**src/rtl/pc_predict_if.sv**
```systemverilog
// Fetch-stage bundle between the pipeline and the PC/branch-predictor stage.
// The master side drives stall/redirect/training; the slave side returns the
// fetch address, prediction and flush.
interface pc_predict_if #(
  parameter int unsigned XLEN = 32
);
  logic            i_stall;
  logic            i_redirect;
  logic [XLEN-1:0] i_redirect_addr;
  logic            i_upd_vld;
  logic [XLEN-1:0] i_upd_pc;
  logic [XLEN-1:0] i_upd_target;
  logic            i_upd_taken;
  logic [XLEN-1:0] o_imem_raddr;
  logic            o_pred_taken;
  logic [XLEN-1:0] o_pred_target;
  logic [XLEN-1:0] o_nxt_pc;
  logic            o_flush;

  modport master (
    output i_stall, i_redirect, i_redirect_addr,
    output i_upd_vld, i_upd_pc, i_upd_target, i_upd_taken,
    input  o_imem_raddr, o_pred_taken, o_pred_target, o_nxt_pc, o_flush
  );

  modport slave (
    input  i_stall, i_redirect, i_redirect_addr,
    input  i_upd_vld, i_upd_pc, i_upd_target, i_upd_taken,
    output o_imem_raddr, o_pred_taken, o_pred_target, o_nxt_pc, o_flush
  );
endinterface

```
**src/rtl/pc_predict.sv**
```systemverilog
// Program-counter stage with a direct-mapped branch target buffer and 2-bit
// saturating direction counters. Lookup is combinational on the current PC;
// training writes land at the clock edge and are seen from the next cycle.
// The BTB lives in flops because reset must invalidate every entry at once.
module pc_predict #(
  parameter int unsigned     XLEN        = 32,
  parameter logic [XLEN-1:0] RESET_ADDR  = '0,
  parameter int unsigned     BTB_ENTRIES = 16
) (
  input logic         i_clk,
  input logic         i_rst_n,
  pc_predict_if.slave bus
);

  localparam int unsigned IDX  = $clog2(BTB_ENTRIES);
  localparam int unsigned TAGW = XLEN - IDX - 2;

  typedef struct packed {
    logic            valid;
    logic [TAGW-1:0] tag;
    logic [XLEN-1:0] target;
    logic [1:0]      ctr;
  } btb_entry_t;

  // Cleared entry: invalid, weakly not-taken, target zero.
  localparam btb_entry_t ENTRY_RST = '{valid: 1'b0, tag: '0, target: '0, ctr: 2'b01};

  logic [XLEN-1:0] pc_q;
  logic [XLEN-1:0] pc_d;

  btb_entry_t      btb_rd [BTB_ENTRIES];

  logic [IDX-1:0]  lk_idx;
  logic [TAGW-1:0] lk_tag;
  btb_entry_t      lk_ent;
  logic            lk_hit;
  logic            pred_taken;

  logic [IDX-1:0]  up_idx;
  logic [TAGW-1:0] up_tag;
  btb_entry_t      up_ent;
  logic            up_hit;

  // Low PC bits never take part in indexing and bit 0 of a redirect is forced low.
  logic            unused_bits;
  assign unused_bits = ^{bus.i_upd_pc[1:0], bus.i_redirect_addr[0]};

  // Lookup side: reads the entry as it stood before any same-cycle update.
  assign lk_idx     = pc_q[IDX+1:2];
  assign lk_tag     = pc_q[XLEN-1:IDX+2];
  assign lk_ent     = btb_rd[lk_idx];
  assign lk_hit     = lk_ent.valid && (lk_ent.tag == lk_tag);
  assign pred_taken = lk_hit && lk_ent.ctr[1];

  // Training side: tag compare against the addressed entry.
  assign up_idx = bus.i_upd_pc[IDX+1:2];
  assign up_tag = bus.i_upd_pc[XLEN-1:IDX+2];
  assign up_ent = btb_rd[up_idx];
  assign up_hit = up_ent.valid && (up_ent.tag == up_tag);

  for (genvar gi = 0; gi < BTB_ENTRIES; gi++) begin : g_btb
    btb_entry_t ent_q;
    btb_entry_t ent_d;
    logic       sel;

    assign sel = bus.i_upd_vld && (up_idx == IDX'(gi));

    // Training next state: saturating counter on a hit, allocate on a taken miss.
    always_comb begin
      ent_d = ent_q;
      if (sel) begin
        if (up_hit) begin
          if (bus.i_upd_taken) begin
            ent_d.target = bus.i_upd_target;
            if (ent_q.ctr != 2'b11) ent_d.ctr = ent_q.ctr + 2'd1;
          end else if (ent_q.ctr != 2'b00) begin
            ent_d.ctr = ent_q.ctr - 2'd1;
          end
        end else if (bus.i_upd_taken) begin
          ent_d.valid  = 1'b1;
          ent_d.tag    = up_tag;
          ent_d.target = bus.i_upd_target;
          ent_d.ctr    = 2'b10;
        end
      end
    end

    // Entry storage; reset invalidates and drops any update in flight.
    always_ff @(posedge i_clk or negedge i_rst_n) begin
      if (!i_rst_n) ent_q <= ENTRY_RST;
      else          ent_q <= ent_d;
    end

    assign btb_rd[gi] = ent_q;
  end

  // Next-PC select: redirect beats stall, stall beats prediction, else sequential.
  always_comb begin
    pc_d = pc_q + XLEN'(4);
    if (bus.i_redirect)  pc_d = {bus.i_redirect_addr[XLEN-1:1], 1'b0};
    else if (bus.i_stall) pc_d = pc_q;
    else if (pred_taken)  pc_d = lk_ent.target;
  end

  // Fetch-address register.
  always_ff @(posedge i_clk or negedge i_rst_n) begin
    if (!i_rst_n) pc_q <= RESET_ADDR;
    else          pc_q <= pc_d;
  end

  assign bus.o_imem_raddr  = pc_q;
  assign bus.o_pred_taken  = pred_taken;
  assign bus.o_pred_target = lk_ent.target;
  assign bus.o_nxt_pc      = pc_d;
  assign bus.o_flush       = bus.i_redirect;

endmodule

```
**src/flat_wrapper.sv**
```systemverilog
// flat-port wrapper written by rule: the top's interface ports become plain ports
module pc_predict_flat 
#(
  parameter int unsigned     XLEN        = 32,
  parameter logic [XLEN-1:0] RESET_ADDR  = '0,
  parameter int unsigned     BTB_ENTRIES = 16
)
  (i_clk, i_rst_n, bus_i_stall, bus_i_redirect, bus_i_redirect_addr, bus_i_upd_vld, bus_i_upd_pc, bus_i_upd_target, bus_i_upd_taken, bus_o_imem_raddr, bus_o_pred_taken, bus_o_pred_target, bus_o_nxt_pc, bus_o_flush);
  pc_predict_if #(.XLEN(XLEN)) bus_i ();
  input logic i_clk;
  input logic i_rst_n;
  input wire logic [$bits(bus_i.i_stall)-1:0] bus_i_stall;
  input wire logic [$bits(bus_i.i_redirect)-1:0] bus_i_redirect;
  input wire logic [$bits(bus_i.i_redirect_addr)-1:0] bus_i_redirect_addr;
  input wire logic [$bits(bus_i.i_upd_vld)-1:0] bus_i_upd_vld;
  input wire logic [$bits(bus_i.i_upd_pc)-1:0] bus_i_upd_pc;
  input wire logic [$bits(bus_i.i_upd_target)-1:0] bus_i_upd_target;
  input wire logic [$bits(bus_i.i_upd_taken)-1:0] bus_i_upd_taken;
  output wire logic [$bits(bus_i.o_imem_raddr)-1:0] bus_o_imem_raddr;
  output wire logic [$bits(bus_i.o_pred_taken)-1:0] bus_o_pred_taken;
  output wire logic [$bits(bus_i.o_pred_target)-1:0] bus_o_pred_target;
  output wire logic [$bits(bus_i.o_nxt_pc)-1:0] bus_o_nxt_pc;
  output wire logic [$bits(bus_i.o_flush)-1:0] bus_o_flush;
  assign bus_i.i_stall = bus_i_stall;
  assign bus_i.i_redirect = bus_i_redirect;
  assign bus_i.i_redirect_addr = bus_i_redirect_addr;
  assign bus_i.i_upd_vld = bus_i_upd_vld;
  assign bus_i.i_upd_pc = bus_i_upd_pc;
  assign bus_i.i_upd_target = bus_i_upd_target;
  assign bus_i.i_upd_taken = bus_i_upd_taken;
  assign bus_o_imem_raddr = bus_i.o_imem_raddr;
  assign bus_o_pred_taken = bus_i.o_pred_taken;
  assign bus_o_pred_target = bus_i.o_pred_target;
  assign bus_o_nxt_pc = bus_i.o_nxt_pc;
  assign bus_o_flush = bus_i.o_flush;
  pc_predict #(.XLEN(XLEN), .RESET_ADDR(RESET_ADDR), .BTB_ENTRIES(BTB_ENTRIES)) u_core (.i_clk(i_clk), .i_rst_n(i_rst_n), .bus(bus_i));
endmodule
```
**config.mk**
```make
export PLATFORM = sky130hd
export DESIGN_NAME = pc_predict_flat
export DESIGN_NICKNAME = d
export VERILOG_FILES = /design/src/rtl/pc_predict_if.sv /design/src/rtl/pc_predict.sv /design/src/flat_wrapper.sv
export SDC_FILE = /design/constraint.sdc
export NUM_CORES = 2
export LEC_CHECK = 0
export CORE_MARGIN = 2
export CORE_UTILIZATION = 35
export DETAILED_ROUTE_END_ITERATION = 6
export HOLD_SLACK_MARGIN = 0.08
export PLACE_DENSITY_LB_ADDON = 0.1
export SLEW_MARGIN = 25
export SYNTH_ARGS = -nofsm -noshare
export SYNTH_HDL_FRONTEND = slang
export SYNTH_SLANG_ARGS = --single-unit
```
**constraint.sdc**
```tcl
create_clock -name i_clk -period 4.8 [get_ports i_clk]
set_clock_uncertainty 0.05 [all_clocks]
set_input_delay 0.96 -clock i_clk [delete_from_list [all_inputs] [get_ports i_clk]]
set_output_delay 0.96 -clock i_clk [all_outputs]
set_load 0.01 [all_outputs]
```
# [Word-level counts from Yosys, hierarchy flattened]
# Index checks and enable logic that the tools add are counted.
[totals] reg_bits=1008 latch_bits=0 mem_bits_rw=0 rom_bits=0 input_bits=102 out_inout_bits=98 word_cells=343 memories=0
[op_classes] add_sub_neg=33 multipliers=0 div_mod_pow=0 magnitude_cmp=2 eq_ne=49 shifts=0 mux=90 n_bitwise=3 reduce_logical=101
[op_table] operator="2-to-1 mux 34 bit" n=32
[op_table] operator="binary-select mux 61 bit (select 4 bit)" n=2
[op_table] operator="2-to-1 mux 61 bit" n=4
[op_table] operator="2-to-1 mux 32 bit" n=4
[op_table] operator="2-to-1 mux 2 bit" n=48
[op_table] operator="nonzero test 2 bit" n=33
[op_table] operator="AND reduction 4 bit" n=16
[op_table] operator="== test 26 bit" n=2
[op_table] operator="!= test 3 bit (second input constant)" n=16
[op_table] operator="AND reduction 3 bit" n=16
[op_table] operator="adder 2 x 1 -> 2 bit (second input constant)" n=16
[op_table] operator="adder 32 x 3 -> 32 bit (second input constant)" n=1
[op_table] operator="== test 4 bit (second input constant)" n=8
[op_table] operator="!= test 2 bit (second input constant)" n=16
[op_table] operator="AND reduction 2 bit" n=16
[op_table] operator="subtractor 2 x 1 -> 2 bit (second input constant)" n=16
[op_table] operator="logical AND 1 bit" n=19
[op_table] operator="== test 4 x 3 -> 1 bit (second input constant)" n=4
[op_table] operator="greater-or-equal comparator 5 bit (second input constant)" n=2
[op_table] operator="NOT 4 -> 5 bit" n=2
[op_table] operator="== test 4 x 2 -> 1 bit (second input constant)" n=2
[op_table] operator="== test 4 x 1 -> 1 bit (second input constant)" n=1
[op_table] operator="logical NOT 4 bit" n=1
[op_table] operator="NOT 1 bit" n=1

# [Longest topological paths before layout]
[logic_depth] depth_word=10 depth_mapped=18 mapped_depth_nobuf=10

# [Worst setup path before layout]
# Ideal clock, no wire load.
[synth_timing] path_kind="register -> output" from="register u_core.pc_q[3], in the netlist u_core.bus.o_imem_raddr[3]" to="output bus_o_nxt_pc[18]" t_arrival_ns=3.642 required_time_ns=3.790 path_slack_ns=0.148 path_stages_with_launch=14 n_path_buf=4 cell_sequence="dfrtp_1 > buf_4 > buf_2 > buf_4 > buf_2 > mux4_2 > mux2i_1 > mux2i_1 > xnor2_1 > o21ai_0 > or4_1 > nor4_4 > nor4b_1 > o41ai_1"
[synth_between] elab_chain_len=10 elab_cells_between_ends=11 classes_between="add/sub: 1; eq/ne: 1; mux: 6; bitwise: 1; reduce/logical: 2"
[synth_rtl] item="start, declared" line_no="pc_predict.sv:28" rtl="logic [XLEN-1:0] pc_q;"
[synth_rtl] item="start signal, assigned" line_no="pc_predict.sv:108" rtl="else pc_q <= pc_d;"
[synth_rtl] item="NOT 4 -> 5 bit (implied by the code)" line_no="pc_predict.sv:51" rtl="assign lk_ent = btb_rd[lk_idx];"
[synth_rtl] item="binary-select mux 61 bit (select 4 bit)" line_no="pc_predict.sv:51"
[synth_rtl] item="2-to-1 mux 61 bit (implied by the code) (2 in a row)" line_no="pc_predict.sv:51"
[synth_rtl] item="== test 26 bit" line_no="pc_predict.sv:52" rtl="assign lk_hit = lk_ent.valid && (lk_ent.tag == lk_tag);"
[synth_rtl] item="logical AND 1 bit" line_no="pc_predict.sv:52"
[synth_rtl] item="logical AND 1 bit" line_no="pc_predict.sv:53" rtl="assign pred_taken = lk_hit && lk_ent.ctr[1];"
[synth_rtl] item="2-to-1 mux 32 bit (*)" line_no="pc_predict.sv:102" rtl="else if (pred_taken) pc_d = lk_ent.target;"
[synth_rtl] item="2-to-1 mux 32 bit (*)" line_no="pc_predict.sv:101" rtl="else if (bus.i_stall) pc_d = pc_q;"
[synth_rtl] item="2-to-1 mux 32 bit (*)" line_no="pc_predict.sv:100" rtl="if (bus.i_redirect) pc_d = {bus.i_redirect_addr[XLEN-1:1], 1'b0};"
[synth_rtl] item="end, declared" line_no="flat_wrapper.sv:22" rtl="output wire logic [$bits(bus_i.o_nxt_pc)-1:0] bus_o_nxt_pc;"
# Every way passes the cells marked *; elsewhere a longest branch is shown, timed or not. The select of a mux whose other input is x is not followed.

# [Worst setup path in the final report]
# Same ends and word-level chain as after synthesis.

==> summary.md <==
| Metric | Value |
|---|---|
| EDFF count, synth | `0` |
| Hold_buf cts | `0` |
| FF-to-FF End | `u_core.bus.o_imem_raddr[2]$_DFF_PN0_` |
| Cell depth of the worst flop-to-flop path | `13` |
| Status | `complete, but fails checks` |
| DPL Wire Length | `125000 µm` |
| Seq/Total Area, Yosys | `0.490` |
| Crit path time final | `5.91 ns` |
| Psw | `8.02 mW` |
| CTS Buffer Depth | `3` |
| Core ar. | `146000 µm²` |
| Critical path cell sequence | `buf_12 -> mux2_2 -> o22ai_1 -> a221oi_2 -> buf_4 -> mux2_2 -> or4_1 -> or4_4 -> nor4_4 -> buf_12 -> a21oi_4 -> o41ai_2 -> buf_4 -> buf_6` |
| Htree depth | `3` |
| CTS tree | `built` |
| Share of cells above drive strength 1 | `0.523` |
| CP Capture Type | `primary output` |
| Actual slew at the worst max-slew pin | `1.02 ns` |
| Post-layout util | `0.443` |
| RSZ-0062 raised after global routing | `yes` |
| Die span in y | `388 µm` |
| Crit Path Class | `flop to primary output` |
| Clk Tree Root Cell | `clkbuf_16` |
| Violated checks | `negative setup slack` |
| Synth Register Bits | `1008` |
| Vias after detailed routing | `34700` |
| Drt first pass iters | `5` |
| Total GRT Usage | `0.247` |
| Ys flop type | `dfrtp_1` |
| Sequential Area | `25300 µm²` |
| Post-synth top area share | `0.482` |
| IO Count | `200` |
| Gp weighted congestion | `0.894` |
| Crit path DAT | `4.90 ns` |
| Grt ovf | `0` |
| Clk sinks | `1008` |
| Slew HR | `0.321` |
| Sequential power share | `0.406` |
| Initial drt markers | `2543` |
| Area Growth Syn to Fin | `25.4%` |
| Nets | `4216` |
| Worst-path clk slew | `0.06 ns` |
| Number of global-route vias before repair | `37900` |
| Die ar. | `150000 µm²` |
| Worst setup margin | `-1.11 ns` |
| DIE WIDTH | `388 µm` |
| Critical path origin | `u_core.bus.o_imem_raddr[3]$_DFF_PN0_` |
| Critical Path RT | `3.79 ns` |
| Fmax achieved | `169 MHz` |
| Final setup vio count | `37` |
| Pwr dens | `427 nW/µm²` |
| Final Cycle Share | `1.23` |
| Reg2reg setup slack | `0.52 ns` |
| CTS buffer count | `115` |
| Combinational share of power | `0.266` |
| Asr flop ratio synth | `1.00` |
| Syn Area/Cell | `14.6 µm²` |
| Max rail drop VDD | `306 µV` |
| Reg2reg start | `u_core.bus.o_imem_raddr[3]$_DFF_PN0_` |
| Rows | `140` |
| CP Max Fanout | `5` |
| Latest clock arrival within the worst-skew pair | `0.78 ns` |
| P_leak | `28.6 nW` |
| Top cells by area, synth | `dfrtp_1 (48%), mux2_2 (18%), mux4_2 (15%)` |
| Port bufs | `196` |
| Internal power | `19.5 mW` |
| Class of the worst hold path | `input pin to async pin` |
| Remaining antenna violation count | `0` |
| Yosys warning total | `0` |
| Post-synth top area cell | `dfrtp_1` |
| Initial antenna violation count | `7` |
| Synthesized net count | `3622` |
| Clk pwr share | `0.328` |
| Fin area | `64600 µm²` |
| Syn Inst Count | `3519` |
| Synth cell types | `75` |
| Crit-path slowest cell | `dfrtp_4` |
| Worst path max stage delay | `0.54 ns` |
| Initial Util | `0.353` |
| Largest net degree at the start of global routing | `130` |
| Multi-input logic area | `25200 µm²` |
| First-pass GRT wire length | `271000 µm` |
| Fill count | `12900` |
| WL final | `186000 µm` |
| Slew Viols, Final | `0` |
| # Max-Cap Violations | `0` |
| Routed len/inst | `30.3 µm` |
| Sw Share | `0.291` |
| Final hold viol count | `0` |
| Placed cell areas | `59400 µm²` |
| DRC | `0` |
| Via density | `5.66` |
| Crit start category | `flop` |
| Cell area after synthesis | `51500 µm²` |
[flip-flops by register name, summed over array words and instances, names as in the netlist]
register                 flops
u_core.btb_rd              976
u_core.bus.o_imem_raddr     32
[final cells by class]
type / count / area share
diodes: 1 / 0.0000387
inverters: 44 / 0.00265
flip-flops and latches: 1008 / 0.391
repair buffers: 794 / 0.119
multi-input cells: 2150 / 0.390
clock buffers: 170 / 0.0521
clock inverters: 41 / 0.00845
well taps: 1917 / 0.0371
[power groups by stage]
| stage | registers, mW | logic (mW) | clock network (mW) |
|---|---|---|---|
| after floorplan | 10.9 | 4.14 | 0 |
| after global placement | 11.2 | 6.89 | 0 |
| after detailed placement | 11.3 | 7.03 | 0 |
| after CTS | 11.2 | 7.36 | 9.28 |
| after global routing | 11.4 | 7.76 | 9.66 |
| final | 11.2 | 7.33 | 9.03 |
[cell families (layout without fill, tap and decap cells)]
logic type | count (synthesis) | count (layout) | synth area share
compound gates | 265 | 265 | 0.0346
xor+xnor | 63 | 63 | 0.0107
fa+ha+maj | 1 | 1 | 0.000243
buf+inv | 361 | 1049 | 0.0335
flops | 1008 | 1008 | 0.490
mux | 1423 | 1423 | 0.391
other cells | 0 | 1 | 0
simple gates | 398 | 398 | 0.0401
[cell usage after synthesis (all sizes together) (17+ instances only)]
| master | count |
|---|---|
| buf | 131 |
| xnor2 | 36 |
| o22ai | 23 |
| nand3 | 59 |
| inv | 43 |
| mux2i | 125 |
| xor2 | 27 |
| dfrtp | 992 |
| nor2 | 83 |
| a21oi | 76 |
| nand2 | 93 |
| mux4 | 352 |
| nor3 | 36 |
| clkbuf | 186 |
| mux2 | 946 |
| o21a | 17 |
| and3 | 30 |
| o21ai | 32 |
[how the worst max path moves through the flow]
stage | to | slack (ns)
2_1_floorplan | bus_o_nxt_pc[18] | 0.15
3_3_place_gp | bus_o_nxt_pc[5] | -1.19
3_5_place_dp | bus_o_nxt_pc[5] | -1.11
4_1_cts | bus_o_nxt_pc[18] | -1.14
5_1_grt | bus_o_nxt_pc[18] | -1.26
6_report | bus_o_nxt_pc[18] | -1.11
[worst max-delay path, delay by kind of cell, from the launching register on]
family                 cells  cell delay [ns]
and+or+nand+nor            3             1.45
buffers and inverters      5             0.80
AOI/OAI and AO/OA          4             0.76
muxes                      2             0.55
DFF                        1             0.54
[layer usage]
layer | GRT usage | routed length (µm) | vias up
li1 | - | - | 14500
met1 | 0.340 | 82100 | 18800
met2 | 0.402 | 88600 | 1067
met3 | 0.0403 | 9580 | 268
met4 | 0.0756 | 5480 | 6
met5 | 0 | 41 | -
[stage by stage]
step	TNS (ns)	total power [mW]	std cells	worst slack, ns	hold WS, ns
final	-29.69	27.6	6125	-1.11	0.183
after global routing	-36.68	28.8	6124	-1.26	0.189
after CTS	-29.91	27.8	6119	-1.14	0.137
after detailed placement	-107.44	18.3	5854	-1.11	0.430
after global placement	-92.54	18.0	5854	-1.19	0.431
after floorplan	0	15.0	3519	0.148	0.393
[cell usage in the layout (no fill, tap or decap), types with 73 or more instances in the layout]
master           instances
dfrtp_1                988
mux2_2                 813
buf_4                  484
mux4_2                 352
clkdlybuf4s50_1        156
clkbuf_16              115
mux2i_1                113
nand2_1                 92
buf_12                  77
mux2_4                  75
a21oi_1                 73
[what timing repair did]
item                                    4_1_cts  5_1_grt
resized for setup                           290       24
gates cloned                                  8        0
pin swaps                                    40       11
endpoints found under the setup margin       65       53
buffers inserted                             53        7
Power figures use the tool's default switching activity.
